$ cat config.mk
export PLATFORM = sky130hd
export DESIGN_NAME = kamacore_lsu
export DESIGN_NICKNAME = d
export VERILOG_FILES = /design/src/rtl/kamacore_lsu.sv
export SDC_FILE = /design/constraint.sdc
export NUM_CORES = 1
export LEC_CHECK = 0
export BUFFER_PORTS_ARGS = -buffer_cell sky130_fd_sc_hd__buf_2
export CELL_PAD_IN_SITES_DETAIL_PLACEMENT = 1
export CELL_PAD_IN_SITES_GLOBAL_PLACEMENT = 1
export CORE_ASPECT_RATIO = 1.5
export CORE_MARGIN = 1.5
export CORE_UTILIZATION = 41
export CTS_CLUSTER_SIZE = 28
export DETAILED_ROUTE_END_ITERATION = 12
export GPL_ROUTABILITY_DRIVEN = 0
export PLACE_DENSITY = 0.87
export SLEW_MARGIN = 10
export SYNTH_ARGS = -nofsm -noshare
export SYNTH_HDL_FRONTEND = slang
export SYNTH_SLANG_ARGS = --single-unit
export TNS_END_PERCENT = 10
$ cat constraint.sdc
create_clock -name clk -period 4.1 [get_ports clk]
set_clock_uncertainty 0.1 [all_clocks]
set_input_delay 0.205 -clock clk [delete_from_list [all_inputs] [get_ports clk]]
set_output_delay 0.205 -clock clk [all_outputs]
set_load 0.1 [all_outputs]
$ cat src/rtl/kamacore_lsu.sv
// RV32I load/store unit: one transaction at a time, byte-lane steering for stores,
// sign/zero extension for loads, and early rejection of misaligned or unknown widths.
module kamacore_lsu #(
    parameter int CPU_WIDTH = 32
) (
    input  logic                 clk,
    input  logic                 rst_n,
    input  logic                 core_valid,
    output logic                 core_ready,
    input  logic                 core_is_store,
    input  logic [2:0]           core_funct3,
    input  logic [CPU_WIDTH-1:0] core_addr,
    input  logic [CPU_WIDTH-1:0] core_wdata,
    output logic                 core_rsp_valid,
    output logic [CPU_WIDTH-1:0] core_rsp_data,
    output logic                 core_rsp_error,
    output logic                 mem_req_valid,
    input  logic                 mem_req_ready,
    output logic                 mem_we,
    output logic [CPU_WIDTH-1:0] mem_addr,
    output logic [3:0]           mem_wstrb,
    output logic [CPU_WIDTH-1:0] mem_wdata,
    input  logic                 mem_rsp_valid,
    input  logic [CPU_WIDTH-1:0] mem_rdata
);

    typedef enum logic [1:0] {IDLE, REQ, WAIT_RSP, RESP} state_t;

    state_t               state;
    logic                 is_store_reg;
    logic [2:0]           funct3_reg;
    logic [1:0]           offset_reg;

    logic                 legal;
    logic [3:0]           st_strb;
    logic [CPU_WIDTH-1:0] st_wdata;
    logic [CPU_WIDTH-1:0] load_data;
    logic [7:0]           rbyte [4];
    logic [15:0]          rhalf;
    logic [7:0]           rsel;

    always_comb begin
        legal = 1'b0;
        case (core_funct3)
            3'b000:  legal = 1'b1;
            3'b001:  legal = ~core_addr[0];
            3'b010:  legal = (core_addr[1:0] == 2'b00);
            3'b100:  legal = ~core_is_store;
            3'b101:  legal = ~core_is_store & ~core_addr[0];
            default: legal = 1'b0;
        endcase
    end

    // Narrow stores replicate the datum across lanes; the strobe picks the lane.
    always_comb begin
        st_strb  = 4'b1111;
        st_wdata = core_wdata;
        case (core_funct3[1:0])
            2'b00: begin
                st_strb  = 4'b0001 << core_addr[1:0];
                st_wdata = {4{core_wdata[7:0]}};
            end
            2'b01: begin
                st_strb  = core_addr[1] ? 4'b1100 : 4'b0011;
                st_wdata = {2{core_wdata[15:0]}};
            end
            default: begin
                st_strb  = 4'b1111;
                st_wdata = core_wdata;
            end
        endcase
    end

    for (genvar gi = 0; gi < 4; gi++) begin : g_rbyte
        assign rbyte[gi] = mem_rdata[8*gi +: 8];
    end

    assign rsel  = rbyte[offset_reg];
    assign rhalf = offset_reg[1] ? mem_rdata[31:16] : mem_rdata[15:0];

    always_comb begin
        load_data = '0;
        case (funct3_reg)
            3'b000:  load_data = {{(CPU_WIDTH-8){rsel[7]}}, rsel};
            3'b100:  load_data = {{(CPU_WIDTH-8){1'b0}}, rsel};
            3'b001:  load_data = {{(CPU_WIDTH-16){rhalf[15]}}, rhalf};
            3'b101:  load_data = {{(CPU_WIDTH-16){1'b0}}, rhalf};
            3'b010:  load_data = mem_rdata;
            default: load_data = '0;
        endcase
    end

    always_ff @(posedge clk or negedge rst_n) begin
        if (!rst_n) begin
            state          <= IDLE;
            is_store_reg   <= 1'b0;
            funct3_reg     <= 3'b000;
            offset_reg     <= 2'b00;
            core_ready     <= 1'b1;
            core_rsp_valid <= 1'b0;
            core_rsp_data  <= '0;
            core_rsp_error <= 1'b0;
            mem_req_valid  <= 1'b0;
            mem_we         <= 1'b0;
            mem_addr       <= '0;
            mem_wstrb      <= 4'b0000;
            mem_wdata      <= '0;
        end else begin
            case (state)
                IDLE: begin
                    if (core_valid) begin
                        is_store_reg <= core_is_store;
                        funct3_reg   <= core_funct3;
                        offset_reg   <= core_addr[1:0];
                        core_ready   <= 1'b0;
                        if (legal) begin
                            state         <= REQ;
                            mem_req_valid <= 1'b1;
                            mem_we        <= core_is_store;
                            mem_addr      <= {core_addr[CPU_WIDTH-1:2], 2'b00};
                            mem_wstrb     <= core_is_store ? st_strb : 4'b0000;
                            mem_wdata     <= core_is_store ? st_wdata : '0;
                        end else begin
                            state          <= RESP;
                            core_rsp_valid <= 1'b1;
                            core_rsp_data  <= '0;
                            core_rsp_error <= 1'b1;
                        end
                    end
                end
                REQ: begin
                    // Any mem_rsp_valid seen here belongs to nobody and is dropped.
                    if (mem_req_ready) begin
                        mem_req_valid <= 1'b0;
                        mem_we        <= 1'b0;
                        mem_addr      <= '0;
                        mem_wstrb     <= 4'b0000;
                        mem_wdata     <= '0;
                        if (is_store_reg) begin
                            state          <= RESP;
                            core_rsp_valid <= 1'b1;
                            core_rsp_data  <= '0;
                            core_rsp_error <= 1'b0;
                        end else begin
                            state <= WAIT_RSP;
                        end
                    end
                end
                WAIT_RSP: begin
                    if (mem_rsp_valid) begin
                        state          <= RESP;
                        core_rsp_valid <= 1'b1;
                        core_rsp_data  <= load_data;
                        core_rsp_error <= 1'b0;
                    end
                end
                RESP: begin
                    state          <= IDLE;
                    core_ready     <= 1'b1;
                    core_rsp_valid <= 1'b0;
                    core_rsp_data  <= '0;
                    core_rsp_error <= 1'b0;
                end
                default: begin
                    state      <= IDLE;
                    core_ready <= 1'b1;
                end
            endcase
        end
    end

endmodule

Yosys cells after proc, flatten, opt, wreduce, memory -nomap -nowiden:

Index checks and enable logic that the tools add are counted.

* output and inout bits: 105
* register bits: 113
* word-level logic and storage cells: 102
* input bits: 105

* mux-type cells: 53
* equal/unequal tests: 18
* bitwise operators: 4
* shifts and indexed selects: 1
* magnitude comparators: 1
* reductions and logical operators: 12

Operators by type and width (count)
* 32-bit 2-to-1 mux: 11
* 32-bit one-hot mux with 2 select lines: 3
* 32-bit one-hot mux with 5 select lines: 1
* 32-bit one-hot mux with 4 select lines: 1
* 4-bit 2-to-1 mux: 5
* 8-bit binary-select mux with 2-bit select: 1
* 16-bit 2-to-1 mux: 1
* 8-bit 2-to-1 mux: 2
* 4-bit one-hot mux with 2 select lines: 2
* 1-bit 2-to-1 mux: 15
* 3-bit == test, second input constant: 4
* 2-bit != test, second input constant: 6
* 2-bit 2-to-1 mux: 4
* 1-bit one-hot mux with 4 select lines: 2
* 2-bit one-hot mux with 4 select lines: 1
* 3-bit by 1-bit == test with 1-bit output, second input constant: 2
* 3-bit by 2-bit == test with 1-bit output, second input constant: 2
* 2-bit logical NOT: 3
* 3-bit logical NOT: 2
* 1-bit one-hot mux with 2 select lines: 3
* 1-bit one-hot mux with 5 select lines: 1
* 5-bit AND reduction: 1
* 2-bit by 1-bit == test with 1-bit output, second input constant: 2
* 2-bit == test, second input constant: 2
* other kinds (9): 12

Depth between registers and ports, before layout:

* depth after elaboration: 7
* depth in mapped cells: 10
* mapped depth without buffers: 6

Least setup slack after synthesis:

Ideal clock, no wire load.

* kind: register to register
* start point: register state[1]
* end point: register core_rsp_data[16]
* clock period less this slack: 2.341 ns
* buffers on the path: 4
* library setup time: 0.075 ns
* setup slack: 1.759 ns
* stages on the path, launching flop included: 11
* data required time: 3.925 ns
* arrival: 2.166 ns
* cell sequence: dfrtp_1 > inv_1 > ha_1 > buf_6 > nor2b_4 > buf_6 > or4b_1 > or3_1 > buf_6 > buf_12 > o2bb2ai_2

* word-level cells in the longest chain between the ends: 3
* elaborated cells between the ends (all ways): 11
* classes of those cells: 8 x eq/ne; 1 x mux; 2 x reduce/logical

RTL lines
* start: declaration: RTL line 29 `state_t state;`
* start signal: assignment: RTL line 95 `state <= IDLE;`
* start signal: assignment: RTL line 117 `state <= REQ;`
* start signal: assignment: RTL line 124 `state <= RESP;`
* 2-bit by 1-bit == test with 1-bit output (tied with other cells): RTL line 109 `case (state)`
* 2-bit != test (no line)
* 5-bit AND reduction (no line)
* end signal: assignment: RTL line 153 `core_rsp_data <= load_data;`
* end: declaration: RTL line 15 `output logic [CPU_WIDTH-1:0] core_rsp_data,`

Parallel ways exist; a longest one is shown, timed or not.
A chain may end at the register's enable or synchronous reset.

Final worst setup path:

* start point: register state[0]
* end point: register mem_wdata[20]

* word-level cells in the longest chain between the ends: 3
* elaborated cells between the ends (all ways): 8
* classes of those cells: 4 x eq/ne; 1 x mux; 3 x reduce/logical

RTL lines
* 2-bit by 1-bit == test with 1-bit output / 2-bit logical NOT (equally long branches): RTL line 109
* 2-bit != test (no line) / 2-bit nonzero test (equally long branches)
* 4-bit AND reduction (no line)
* end signal: assignment: RTL line 122 `mem_wdata <= core_is_store ? st_wdata : '0;`
* end: declaration: RTL line 22 `output logic [CPU_WIDTH-1:0] mem_wdata,`

Parallel ways exist; a longest one is shown, timed or not.

==> summary.md <==
| Metric | Value |
|---|---|
| Commonest non-fill, non-tap cell in the layout | buf_2 |
| WP data required | 4.25 ns |
| Slowest stage cell, crit path | o21ai_4 |
| Largest net degree at the start of global routing | 53 |
| Met3 GRT Util | 0.0507 |
| Fin. Hold Viols | 0 |
| RSZ-0062 raised after global routing | no |
| Worst R2R Setup Slack | 1.07 ns |
| Gr ovfl total | 0 |
| Die Width | 97.2 um |
| Max_cap viols | 0 |
| Slew headroom | 0.235 |
| Full die area | 14000 um2 |
| Synth Area per Inst | 12.3 um2 |
| Crit path DAT | 3.18 ns |
| Min Tclk post-route | 3.03 ns |
| Initial drt markers | 96 |
| Post-synth cell types | 47 |
| Max FO, Critical Path | 37 |
| Area Overhead vs Synth | 26.5% |
| GR peak layer | met2 |
| Core ar. | 13000 um2 |
| Clock slew seen by the registers of the worst setup and hold paths | 0.08 ns |
| Hold path depth | 2 |
| Setup crit start | state[0]$_DFFE_PN0P_ |
| Met1 GRT Util | 0.259 |
| Post-DP HPWL | 12.6 mm |
| Crit Reg-Reg Startpoint | state[0]$_DFFE_PN0P_ |
| Layout Utilization | 0.531 |
| Initial core utilization | 0.420 |
| DR WL/cell | 20.9 um |
| Synth warnings | 0 |
| Hold EP | mem_wdata[0]$_DFFE_PN0P_ |
| Die Y | 144 um |
| Routed via count | 4563 |
| Clk Latency, worst-skew pair | 0.34 ns |
| Grt met2 use | 0.443 |
| Synthesized flop and latch total | 111 |
| # diodes | 0 |
| Clock Tree Buf Depth | 2 |
| Nets | 743 |
| Htree depth | 3 |
| DRC viols | 0 |
| Post-synthesis sequential area ratio | 0.509 |
| PortBufs | 207 |
| R2r endpoint | mem_wdata[20]$_DFFE_PN0P_ |
| DRT antenna net count | 0 |
| Vias in the first global route | 4974 |
| First-pass GRT wire length | 26.3 mm |
| Layout cells sized above 1 | 0.455 |
| Routed vias/inst | 5.72 |
| Largest regs | core_rsp_data x32, mem_wdata x32, mem_addr x30 |
| Post-CTS Setup Inserts | 0 |
| Tightest Pin Transition | 1.14 ns |
| Worst-path cell chain | inv_1 -> ha_1 -> nand2_1 -> a21oi_1 -> o21ai_4 -> buf_4 -> o2bb2ai_1 |
| Ys flop type | dfrtp_1 |
| Worst Setup End Kind | register |
| Slew Limit Fails | 0 |
| Tot GR Track Use | 0.239 |
| Synthesized area | 5460 um2 |
| Root Driver | clkbuf_16 |
| Cts bufs inserted | 9 |
| DRT Pass-1 Iters | 5 |
| CTS tree | done |
| Worst hold-check path type | in -> reg |
| Worst Hold Launch | core_wdata[0] |
| Setup Total Neg Slack | 0 ns |
| Run status | finished, final reports clean |
| Critical path launch point type | register |
| Final cycle utilization of the critical path | 0.739 |
| Final setup fails | 0 |
| Post-Route WL | 16.7 mm |
| F_max | 330 MHz |
| Number of synthesized flops with an enable pin | 0 |
| Cell depth of the worst flop-to-flop path | 7 |
| Cells after Synth | 444 |
| Clock sinks | 111 |
| I/O Pins | 210 |
| Crit path largest cell delay | 0.81 ns |
| Commonest cells after routing, fill and taps aside | buf_2 (206), dfrtp_1 (110), mux2_2 (43), nor2b_1 (31), a22o_1 (29) |
| Post-synth ARST share | 1.00 |
| Num rows | 51 |
| Crit path kind | reg -> reg |
| Initial antenna violation count | 1 |
## cell usage after synthesis, types with 2 or more instances
cell type	count	area (um2)
nor2b_1	31	194
a211oi_1	16	120
a21oi_1	5	25.0
buf_4	2	15.0
nand2_1	14	52.6
mux2_2	43	484
or4b_1	2	20.0
clkbuf_1	15	56.3
mux2i_1	27	270
inv_1	8	30.0
buf_2	12	60.1
nor4_1	2	12.5
o2bb2ai_1	27	236
nand2b_1	3	18.8
o21ai_0	12	60.1
a221o_1	13	130
a22o_1	29	254
nor2_1	10	37.5
or3_1	2	12.5
buf_6	3	33.8
ha_1	4	50.1
a222oi_1	4	40.0
buf_1	4	15.0
o31ai_1	9	67.6
o2bb2ai_2	10	150
and2_1	6	37.5
and2b_1	2	15.0
dfrtp_1	110	2750
## per-layer routing
| layer | vias to the layer above | wire length (um) |
|---|---|---|
| met2 | 183 | 8920 |
| met3 | 45 | 923 |
| met5 | - | 0 |
| met4 | 0 | 694 |
| met1 | 2287 | 6180 |
| li1 | 2048 | - |
## metrics by stage
stage	setup WS (ns)	hold slack [ns]	instance area [um2]	instances
global route	0.823	0.0199	6910	798
floorplan	1.76	-0.191	5470	445
detailed placement	1.08	0.0231	6580	781
global placement	1.30	0.0203	6580	781
finish	1.07	0.0186	6910	798
CTS	1.04	0.00416	6910	798
## worst max path at each step
stage,to,slack [ns],cells after the start
after floorplan,core_rsp_data[16]$_DFFE_PN0P_,1.76,10
after global placement,mem_wdata[6]$_DFFE_PN0P_,1.30,7
after detailed placement,mem_wdata[20]$_DFFE_PN0P_,1.08,7
after CTS,mem_wdata[20]$_DFFE_PN0P_,1.04,7
after global routing,mem_wdata[20]$_DFFE_PN0P_,0.82,7
final,mem_wdata[20]$_DFFE_PN0P_,1.07,7
## layout make-up
type	instances	area, um2
multi-input cells	289	2480
fillers	1443	6110
clock inverters	6	85.1
clock buffers	10	239
flip-flops and latches	111	2780
well taps	159	199
repair buffers	215	1100
inverters	8	30.0
## logic make-up (layout without fill, tap and decap cells)
kind of cell    count (synthesis)  count (layout)  synth area share
compound gates                133             133             0.211
fa+ha+maj                       4               4           0.00916
buf+inv                        45             239            0.0422
flops                         111             111             0.509
mux                            71              71             0.142
other cells                     1               2          0.000687
simple gates                   79              79            0.0857
## critical path: cells and delay by family, from the launching register on
kind / cells / cell delay, ns
flip-flops: 1 / 0.43
AND/OR/NAND/NOR: 1 / 0.35
buffers and inverters: 2 / 0.62
AO/OA/AOI/OAI: 3 / 1.14
adder cells (fa/ha/maj): 1 / 0.27
## repair_timing
| action | 4_1_cts | 5_1_grt |
|---|---|---|
| hold buffers | 1 | 0 |
| endpoints found under the hold margin | 23 | 0 |
| resized for setup | 0 | 0 |
Power is not shown: default switching activity piles up to over one toggle a cycle in this logic, so the estimate is an artifact.
